<file path="config.mk">
export PLATFORM = sky130hd
export DESIGN_NAME = paddle_input_ctrl
export DESIGN_NICKNAME = d
export VERILOG_FILES = /design/src/rtl/pinball_pkg.sv /design/src/rtl/btn_debounce.sv /design/src/rtl/paddle_input_ctrl.sv
export SDC_FILE = /design/constraint.sdc
export NUM_CORES = 1
export LEC_CHECK = 0
export BUFFER_PORTS_ARGS = -buffer_cell sky130_fd_sc_hd__clkbuf_2
export CAP_MARGIN = 20
export CORE_MARGIN = 8
export CORE_UTILIZATION = 60
export CTS_CLUSTER_DIAMETER = 200
export DETAILED_ROUTE_END_ITERATION = 10
export GPL_TIMING_DRIVEN = 1
export PLACE_DENSITY = 0.79
export SYNTH_ARGS = -nofsm -noshare
export SYNTH_HDL_FRONTEND = slang
export SYNTH_SLANG_ARGS = --single-unit
</file>
<file path="constraint.sdc">
create_clock -name I_clk -period 4.07 [get_ports I_clk]
set_input_delay 0.2035 -clock I_clk [delete_from_list [all_inputs] [get_ports I_clk]]
set_output_delay 0.2035 -clock I_clk [all_outputs]
set_load 0.005 [all_outputs]
</file>
<file path="src/rtl/pinball_pkg.sv">
`default_nettype none
// ============================================================================
// Module      : pinball_pkg
// Description : Shared encodings and 100 MHz timing defaults for the paddle
//               input path.
// Revision    : 1.0 - initial release
// ============================================================================
package pinball_pkg;

    localparam logic [1:0] c_ST_IDLE = 2'd0;
    localparam logic [1:0] c_ST_HOLD = 2'd1;
    localparam logic [1:0] c_ST_LOCK = 2'd2;

    localparam logic [1:0] c_DIR_NONE  = 2'd0;
    localparam logic [1:0] c_DIR_LEFT  = 2'd1;
    localparam logic [1:0] c_DIR_RIGHT = 2'd2;

    localparam int c_DEBOUNCE_CYCLES_DEF = 1_000_000;
    localparam int c_RAMP_CYCLES_DEF     = 25_000_000;
    localparam int c_LOCK_CYCLES_DEF     = 50_000_000;
    localparam int c_SPEED_MIN_DEF       = 3;
    localparam int c_SPEED_MAX_DEF       = 12;

    // Both pressed cancels out to NONE rather than favouring one side.
    function automatic logic [1:0] f_arbitrate(input logic left, input logic right);
        if (left && !right) return c_DIR_LEFT;
        if (right && !left) return c_DIR_RIGHT;
        return c_DIR_NONE;
    endfunction

endpackage
`default_nettype wire

</file>
<file path="src/rtl/btn_debounce.sv">
`default_nettype none
// ============================================================================
// Module      : btn_debounce
// Description : Two-flop synchroniser plus counter-based debouncer for one
//               raw button input.
// Revision    : 1.0 - initial release
// ============================================================================
module btn_debounce
    import pinball_pkg::*;
#(
    parameter int DEBOUNCE_CYCLES = c_DEBOUNCE_CYCLES_DEF
) (
    input  logic i_clk,
    input  logic i_rst,
    input  logic i_btn_raw,
    output logic o_stable
);

    localparam int c_CNT_W = (DEBOUNCE_CYCLES > 1) ? $clog2(DEBOUNCE_CYCLES) : 1;
    localparam logic [c_CNT_W-1:0] c_CNT_LAST = c_CNT_W'(DEBOUNCE_CYCLES - 1);

    logic               r_sync1;
    logic               r_sync2;
    logic               r_stable;
    logic [c_CNT_W-1:0] r_cnt;

    always_ff @(posedge i_clk or posedge i_rst) begin
        if (i_rst) begin
            r_sync1  <= 1'b0;
            r_sync2  <= 1'b0;
            r_stable <= 1'b0;
            r_cnt    <= '0;
        end else begin
            r_sync1 <= i_btn_raw;
            r_sync2 <= r_sync1;
            // Any sample agreeing with the accepted level restarts the count.
            if (r_sync2 == r_stable) begin
                r_cnt <= '0;
            end else if (r_cnt == c_CNT_LAST) begin
                r_stable <= r_sync2;
                r_cnt    <= '0;
            end else begin
                r_cnt <= r_cnt + c_CNT_W'(1);
            end
        end
    end

    assign o_stable = r_stable;

endmodule
`default_nettype wire

</file>
<file path="src/rtl/paddle_input_ctrl.sv">
`default_nettype none
// ============================================================================
// Module      : paddle_input_ctrl
// Description : Debounced paddle buttons, direction arbitration, hold-to-
//               accelerate speed ramp and post-lose input lockout.
// Revision    : 1.0 - initial release
// ============================================================================
module paddle_input_ctrl
    import pinball_pkg::*;
#(
    parameter int DEBOUNCE_CYCLES = c_DEBOUNCE_CYCLES_DEF,
    parameter int RAMP_CYCLES     = c_RAMP_CYCLES_DEF,
    parameter int LOCK_CYCLES     = c_LOCK_CYCLES_DEF,
    parameter int SPEED_MIN       = c_SPEED_MIN_DEF,
    parameter int SPEED_MAX       = c_SPEED_MAX_DEF
) (
    input  logic       I_clk,
    input  logic       I_rst,
    input  logic       btn_left_raw,
    input  logic       btn_right_raw,
    input  logic       lose,
    output logic       to_left,
    output logic       to_right,
    output logic [3:0] bar_move_speed
);

    localparam int c_RAMP_W = (RAMP_CYCLES > 1) ? $clog2(RAMP_CYCLES) : 1;
    localparam int c_LOCK_W = (LOCK_CYCLES > 1) ? $clog2(LOCK_CYCLES) : 1;
    localparam logic [c_RAMP_W-1:0] c_RAMP_LAST = c_RAMP_W'(RAMP_CYCLES - 1);
    localparam logic [c_LOCK_W-1:0] c_LOCK_LAST = c_LOCK_W'(LOCK_CYCLES - 1);
    localparam logic [3:0] c_SPEED_MIN = 4'(SPEED_MIN);
    localparam logic [3:0] c_SPEED_MAX = 4'(SPEED_MAX);

    logic                w_left_stable;
    logic                w_right_stable;
    logic [1:0]          w_dir;
    logic [1:0]          r_state;
    logic [1:0]          r_hold_dir;
    logic [3:0]          r_speed;
    logic [c_RAMP_W-1:0] r_ramp_cnt;
    logic [c_LOCK_W-1:0] r_lock_cnt;

    btn_debounce #(.DEBOUNCE_CYCLES(DEBOUNCE_CYCLES)) u_deb_left (
        .i_clk     (I_clk),
        .i_rst     (I_rst),
        .i_btn_raw (btn_left_raw),
        .o_stable  (w_left_stable)
    );

    btn_debounce #(.DEBOUNCE_CYCLES(DEBOUNCE_CYCLES)) u_deb_right (
        .i_clk     (I_clk),
        .i_rst     (I_rst),
        .i_btn_raw (btn_right_raw),
        .o_stable  (w_right_stable)
    );

    assign w_dir = f_arbitrate(w_left_stable, w_right_stable);

    always_ff @(posedge I_clk or posedge I_rst) begin
        if (I_rst) begin
            r_state        <= c_ST_IDLE;
            r_hold_dir     <= c_DIR_NONE;
            r_speed        <= c_SPEED_MIN;
            r_ramp_cnt     <= '0;
            r_lock_cnt     <= '0;
            to_left        <= 1'b0;
            to_right       <= 1'b0;
            bar_move_speed <= c_SPEED_MIN;
        end else if (lose) begin
            // Outputs bypass the state register here so the paddle stops on the very next edge.
            r_state        <= c_ST_LOCK;
            r_hold_dir     <= c_DIR_NONE;
            r_speed        <= c_SPEED_MIN;
            r_ramp_cnt     <= '0;
            r_lock_cnt     <= '0;
            to_left        <= 1'b0;
            to_right       <= 1'b0;
            bar_move_speed <= c_SPEED_MIN;
        end else begin
            to_left        <= (r_state == c_ST_HOLD) && (r_hold_dir == c_DIR_LEFT);
            to_right       <= (r_state == c_ST_HOLD) && (r_hold_dir == c_DIR_RIGHT);
            bar_move_speed <= (r_state == c_ST_HOLD) ? r_speed : c_SPEED_MIN;

            case (r_state)
                c_ST_IDLE: begin
                    r_speed <= c_SPEED_MIN;
                    if (w_dir != c_DIR_NONE) begin
                        r_state    <= c_ST_HOLD;
                        r_hold_dir <= w_dir;
                        r_ramp_cnt <= '0;
                    end
                end
                c_ST_HOLD: begin
                    if (w_dir == c_DIR_NONE) begin
                        r_state    <= c_ST_IDLE;
                        r_hold_dir <= c_DIR_NONE;
                        r_speed    <= c_SPEED_MIN;
                        r_ramp_cnt <= '0;
                    end else if (w_dir != r_hold_dir) begin
                        r_hold_dir <= w_dir;
                        r_speed    <= c_SPEED_MIN;
                        r_ramp_cnt <= '0;
                    end else if (r_ramp_cnt == c_RAMP_LAST) begin
                        r_ramp_cnt <= '0;
                        if (r_speed < c_SPEED_MAX) r_speed <= r_speed + 4'd1;
                    end else begin
                        r_ramp_cnt <= r_ramp_cnt + c_RAMP_W'(1);
                    end
                end
                c_ST_LOCK: begin
                    r_speed <= c_SPEED_MIN;
                    if (r_lock_cnt == c_LOCK_LAST) begin
                        r_state    <= c_ST_IDLE;
                        r_lock_cnt <= '0;
                    end else begin
                        r_lock_cnt <= r_lock_cnt + c_LOCK_W'(1);
                    end
                end
                default: begin
                    r_state    <= c_ST_IDLE;
                    r_hold_dir <= c_DIR_NONE;
                    r_speed    <= c_SPEED_MIN;
                end
            endcase
        end
    end

endmodule
`default_nettype wire

</file>
==> results.json, run 1 <==
{
  "cts.sinks": 111,
  "synth.distinct_cells": 61,
  "worst_ep_required_time_ns": 4.32,
  "fin_worst_skew_ns": 0.0175,
  "status": "completed",
  "drcViolationCount": 0,
  "tns_ns": 0,
  "swShare_pct": 23.4,
  "cp_cell_sequence": "ha_1, nand4_1, or2_2, nor4_1, nand2b_1, nor2_1",
  "fin_area_sq_um": 5990,
  "cp.arrival_ns": 2.63,
  "grt_max_degree": 77,
  "drive_above_1_share_pct": 9.52,
  "design.die.area_sq_um": 12800,
  "ant_nets": 0,
  "vdd_drop_max_uv": 241,
  "synth_area_sq_um": 5650,
  "gp_congestion": 0.833,
  "routedWlPerCell_um": 15.3,
  "clockBufferDepth": 2,
  "worstMarginPinSlew_ns": 0.885,
  "startpoint_type": "flip-flop",
  "crit_buf_inv": 0,
  "r2r_slack_ns": 1.68,
  "grt_overflow": 0,
  "wirelength_mm": 10.7,
  "cts_buffers": 9,
  "synth_top_area_cell": "dfrtp_1",
  "grt_pass1_wl_mm": 18.6,
  "drtIter0Drc": 292,
  "net-switching-power_uw": 456,
  "p_int_uw": 1490,
  "seqPwrFrac_pct": 58.1,
  "relSlewSlack_pct": 41.0,
  "cts_htree_levels": 3,
  "num_vias": 4285,
  "cts_root_buffer": "clkbuf_8",
  "cp-end-kind": "flip-flop",
  "worstHoldPathType": "input port to asynchronous set/reset pin",
  "timing.final.crit_period_ns": 2.39,
  "synth_nets": 591,
  "die_h_um": 113,
  "pwr-share-clk_pct": 37.5,
  "fp.coreArea_sq_um": 9200,
  "critPathKind": "flip-flop to flip-flop",
  "yosys_register_bits": 111,
  "power.density_nw_per_um2": 325,
  "period_share_pct": 58.6,
  "async_reset_ff_share_pct": 100,
  "yosysSeqAreaShare_pct": 49.2,
  "synthTopCellsByArea": "dfrtp_1, xor2_1, nor2_1",
  "clock.fmax_ghz": 0.419,
  "clk_pin_slew_worst_paths_ns": 0.11,
  "critical_path.top_delay_family": "simple AND/OR/NAND/NOR gates",
  "first_global_vias": 4095,
  "die_w_um": 113,
  "area_growth_pct": 5.97,
  "viasPerCell": 6.13,
  "critical_path_depth": 6,
  "worst_r2r_path_depth": 6,
  "cpMaxStageDelayCell": "nand2b_1",
  "antenna_found_initial": 0,
  "hold_violations": 0,
  "start_util_pct": 61.5,
  "rows": 35,
  "ios": 11,
  "synth-edff-count": 0,
  "fin_nets": 595,
  "syn_inst": 579,
  "dp_hpwl_mm": 7.09,
  "place_area_sq_um": 5730,
  "setup_viol": 0,
  "cts_tree": "yes",
  "io_buffers": 10,
  "drtPass1Iterations": 5,
  "worst_path_largest_cell_delay_ns": 0.60,
  "grt_use_total_pct": 17.5,
  "rsz0062_at_grt": "no",
  "finalPower_uw": 1950,
  "slew_violations": 0,
  "synth_top_area_share_pct": 47.4,
  "drv_cap": 0,
  "combinationalPowerShare_pct": 4.5,
  "avgSynthCellArea_sq_um": 9.77,
  "power_leakage_uw": 0.00248,
  "cp_max_fo": 20,
  "clk_latency_ns": 0.38,
  "synthFlopType": "dfrtp_1",
  "ys_warn_count": 0,
  "num_antenna_cells": 0
}
cell families after synthesis:
| kind of cell | Yosys count | synth area share [%] |
|---|---|---|
| AOI/OAI and AO/OA | 92 | 10.7 |
| DFF | 111 | 49.2 |
| buffers and inverters | 37 | 3.27 |
| muxes | 7 | 1.26 |
| adders and majority gates | 7 | 1.55 |
| xor gates and xnor gates | 50 | 7.75 |
| and+or+nand+nor | 275 | 26.3 |
power by group through the flow:
| stage | Clock (uW) | Sequential (uW) | Combinational [uW] |
|---|---|---|---|
| final | 730 | 1130 | 87.1 |
| after global routing | 788 | 1130 | 102 |
| after CTS | 750 | 1130 | 86.4 |
| after detailed placement | 0 | 1150 | 84.7 |
| after global placement | 0 | 1150 | 82.3 |
| after floorplan | 0 | 1150 | 69.0 |
worst register-to-register path, stage by stage (launching register included):
cell and delay (ns):
dfrtp_1 0.40, ha_1 0.21, nand4_1 0.18, or2_2 0.34, nor4_1 0.38, nand2b_1 0.60
nor2_1 0.14
cell type report:
cell class | count | area (sq um)
Fill cell | 709 | 3200
Sequential cell | 111 | 2780
Multi-Input combinational cell | 431 | 2690
Tap cell | 111 | 139
Clock buffer | 10 | 128
Timing Repair Buffer | 15 | 105
Clock inverter | 6 | 92.6
Inverter | 15 | 58.8
Yosys cell counts, drive strengths merged, types with 3 or more instances:
library cell	number
nand3	37
ha	7
nor4	19
or3	4
and4	5
o21ai	21
mux2i	6
a22o	4
inv	15
and2	8
clkbuf	8
a21oi	22
buf	14
dfrtp	107
xnor2	18
and3	16
or4	3
or2	6
a41oi	7
nand2b	6
a31oi	23
xor2	32
o211ai	3
dfstp	4
nand3b	3
nand4	21
nor4b	3
nor2	65
nand2	52
nor3	15
registers in the layout (all words and copies together) (netlist names), 2 cells and up:
register / count
bar_move_speed: 4
r_hold_dir: 2
r_lock_cnt: 26
r_ramp_cnt: 25
r_speed: 4
r_state: 2
u_deb_left.r_cnt: 20
u_deb_right.r_cnt: 20
through the flow:
stage | util [%] | cells | worst slack, ns | hold WS [ns]
final | 65.2 | 699 | 1.68 | 0.00260
after global placement | 62.3 | 680 | 1.67 | 0.314
after global routing | 65.2 | 699 | 1.46 | 0.0648
after floorplan | - | 579 | 0.942 | 0.235
after detailed placement | 62.3 | 680 | 1.64 | 0.313
after CTS | 64.9 | 698 | 1.61 | 0.0335
layout by cell type (no fill, tap or decap), types with 14 or more instances in the layout:
cell	synthesis	layout
dfrtp_1	107	107
nor2_1	65	65
nand2_1	52	52
nand3_1	36	36
xor2_1	32	32
a31oi_1	23	23
a21oi_1	22	22
o21ai_0	21	21
nand4_1	20	20
xnor2_1	18	18
and3_1	15	15
nor4_1	15	15
nor3_1	15	15
inv_1	15	14
final timing paths:
kind	end	start
worst max-delay path	u_deb_left.r_cnt[8]	u_deb_left.r_cnt[0]
worst min-delay path	u_deb_right.r_cnt[2]	I_rst
worst max register to register	u_deb_left.r_cnt[8]	u_deb_left.r_cnt[0]
worst min register to register	u_deb_right.r_sync2	u_deb_right.r_sync1
max in group asynchronous	bar_move_speed[1]	I_rst
min in group I_clk	r_lock_cnt[16]	lose
per-layer routing:
metal  routed length [um]  share of wire (%)  global-route usage (%)  vias to the layer above
met5                    0                  0                       0                        -
met4                  155                1.4                    6.57                        0
met3                  397                3.7                    3.46                       16
met2                 5200                 48                    28.5                       92
met1                 4970                 46                    22.5                     2097
li1                     -                  -                       -                     2080
repair_timing:
item / 4_1_cts / 5_1_grt
buffers inserted: 0 / 0
gates resized for setup: 0 / 0
hold endpoints to repair: 2 / 0
hold buffers: 2 / 0
Power figures use the tool's default switching activity.
==> run 2: changes to the inputs <==
--- a/config.mk
+++ b/config.mk
@@ -8,11 +8,11 @@
 export BUFFER_PORTS_ARGS = -buffer_cell sky130_fd_sc_hd__clkbuf_2
 export CAP_MARGIN = 20
 export CORE_MARGIN = 8
-export CORE_UTILIZATION = 60
+export CORE_UTILIZATION = 57
 export CTS_CLUSTER_DIAMETER = 200
 export DETAILED_ROUTE_END_ITERATION = 10
 export GPL_TIMING_DRIVEN = 1
-export PLACE_DENSITY = 0.79
+export PLACE_DENSITY = 0.78
 export SYNTH_ARGS = -nofsm -noshare
 export SYNTH_HDL_FRONTEND = slang
 export SYNTH_SLANG_ARGS = --single-unit
==> constraint.sdc (replaced) <==
create_clock -name I_clk -period 2 [get_ports I_clk]
set_input_delay 0.1 -clock I_clk [delete_from_list [all_inputs] [get_ports I_clk]]
set_output_delay 0.1 -clock I_clk [all_outputs]
set_load 0.005 [all_outputs]
==> run 2 against run 1 <==
Critical endpoint is now r_ramp_cnt[12]. Maximum frequency is 19% higher. Critical path depth increased by 2. Clock power up 70%. Largest cell class is now multi-input combinational cells. Via count is 8.3% higher. Largest power group unchanged. Worst hold slack improved by 0.11 ns. Die area increased by 4.5%. Power up 94%. Non-clock buffer count up 76. Final area rose by 13%. First-iteration DRC count is 9.2% higher. The flow now finishes with violations (negative setup slack).
==> results.json, run 2 (synthesis results as in run 1) <==
{
  "mostFrequentLayoutCell": "dfrtp_1",
  "die_h_um": 116,
  "viasPerCell": 5.82,
  "cp-end-kind": "flip-flop",
  "reg_top3": "r_lock_cnt x26, r_ramp_cnt x25",
  "clock.fmax_ghz": 0.500,
  "p_int_uw": 2840,
  "ant_nets": 0,
  "clk_pin_slew_worst_paths_ns": 0.10,
  "fin_worst_skew_ns": 0.00945,
  "cp_max_fo": 10,
  "dp.cells": 769,
  "seqPwrFrac_pct": 61.0,
  "worst_ep_required_time_ns": 2.28,
  "drtPass1Iterations": 5,
  "whs_ns": 0.108,
  "first_global_vias": 4400,
  "drtIter0Drc": 319,
  "wirelength_mm": 12.3,
  "drcViolationCount": 0,
  "power_leakage_uw": 0.00290,
  "dp_slack_ns": -0.237,
  "critPathKind": "flip-flop to flip-flop",
  "regMostFlops": "r_lock_cnt",
  "start_util_pct": 58.4,
  "num_antenna_cells": 0,
  "clk_latency_ns": 0.38,
  "cts_root_buffer": "clkbuf_8",
  "die_w_um": 116,
  "fin_nets": 671,
  "setup_viol": 1,
  "clockBufferDepth": 2,
  "period_share_pct": 100,
  "num_vias": 4641,
  "failed_checks": "negative setup slack",
  "antenna_found_initial": 0,
  "drive_above_1_share_pct": 23.8,
  "ios": 11,
  "fp.coreArea_sq_um": 9680,
  "grt_max_degree": 98,
  "drv_cap": 0,
  "design.die.area_sq_um": 13400,
  "grt_pass1_wl_mm": 20.3,
  "vdd_drop_max_uv": 342,
  "status": "complete, but fails checks",
  "setup_slack_ns": -0.0000309,
  "layout_common_cells": "dfrtp_1, buf_4, nor2_1, nand2_1, nand3_1",
  "dp_hpwl_mm": 8.11,
  "swShare_pct": 24.7,
  "relSlewSlack_pct": 65.8,
  "startpoint_type": "flip-flop",
  "rsz0062_at_grt": "yes",
  "cts.sinks": 111,
  "hold_violations": 0,
  "routedWlPerCell_um": 15.4,
  "power.density_nw_per_um2": 558,
  "cp.arrival_ns": 2.28,
  "net-switching-power_uw": 934,
  "slew_violations": 0,
  "cts_htree_levels": 3,
  "final_cells": 797,
  "gp_congestion": 0.879,
  "worstMarginPinSlew_ns": 0.513,
  "pwr-share-clk_pct": 33.0,
  "io_buffers": 10,
  "cts_buffers": 9,
  "largest_reg_flops": 26,
  "grt_use_total_pct": 18.9,
  "worstHoldPathType": "input port to flip-flop",
  "cts_tree": "yes",
  "combinationalPowerShare_pct": 6.1,
  "finalPower_uw": 3780,
  "area_growth_pct": 19.7,
  "grt_overflow": 0,
  "rows": 36,
  "timing.final.crit_period_ns": 2.00
}
==> run 2: cell count changes in the layout (fill, tap and decap cells not counted), sizes merged <==
cell,before,now
buf,3,77
bufinv,2,0
clkbuf,20,22
clkinv,0,4
clkinvlp,2,1
dlygate4sd3,2,3
inv,17,15
==> run 2: stage by stage <==
step | TNS, ns | area, sq um | utilization, %
6_report | -0.0000309 | 6770 | 69.9
5_1_grt | -0.942 | 6770 | 69.9
4_1_cts | 0 | 6570 | 67.9
3_5_place_dp | -1.06 | 6300 | 65.1
3_3_place_gp | -3.69 | 6290 | 65.0
2_1_floorplan | 0 | 5660 | -
==> run 2: power by group through the flow <==
stage	combinational [uW]	sequential, uW	clock, uW
finish	229	2300	1240
global route	258	2310	1380
CTS	217	2300	1280
detailed placement	206	2340	0
global placement	199	2340	0
floorplan	141	2340	0
==> run 2: layer usage <==
metal	vias to the layer above	part of all wire, %	GRT usage, %
met5	-	0	0
met4	0	1.7	7.71
met3	16	3.4	3.49
met2	75	49	31.7
met1	2317	45	23.5
li1	2233	-	-
==> run 2: worst max-delay path: stages (launching register included) <==
cell and delay, ns:
dfrtp_1 0.40, nor4bb_1 0.35, nand4_1 0.18, buf_4 0.18, o31a_2 0.34, buf_12 0.16, nor2_1 0.09, buf_4 0.16
nor2_1 0.06
==> run 2: final timing paths <==
check | startpoint | slack, ns | endpoint | cells after the start
hold / removal | lose | 0.11 | r_state[0] | 3
setup reg to reg | r_ramp_cnt[23] | -0.00003 | r_ramp_cnt[12] | 8
setup / recovery | r_ramp_cnt[23] | -0.00003 | r_ramp_cnt[12] | 8
hold reg to reg | u_deb_right.r_sync1 | 0.36 | u_deb_right.r_sync2 | 0
min in group asynchronous | I_rst | 0.23 | u_deb_left.r_sync1 | 3
max in group asynchronous | I_rst | 0.96 | r_speed[1] | 4
==> run 2: cell type report <==
class	instances	area, sq um
fillers	710	2920
multi-input cells	431	2850
flip-flops and latches	111	2780
repair buffers	91	734
well taps	133	166
clock buffers	11	141
inverters	15	60.1
clock inverters	5	32.5
==> run 2: repair_timing <==
item	CTS	global route
hold buffers	3	0
endpoints found under the setup margin	35	74
gates cloned	1	2
hold endpoints to repair	16	0
buffers inserted	4	2
resized for setup	7	33
pin swaps	3	9
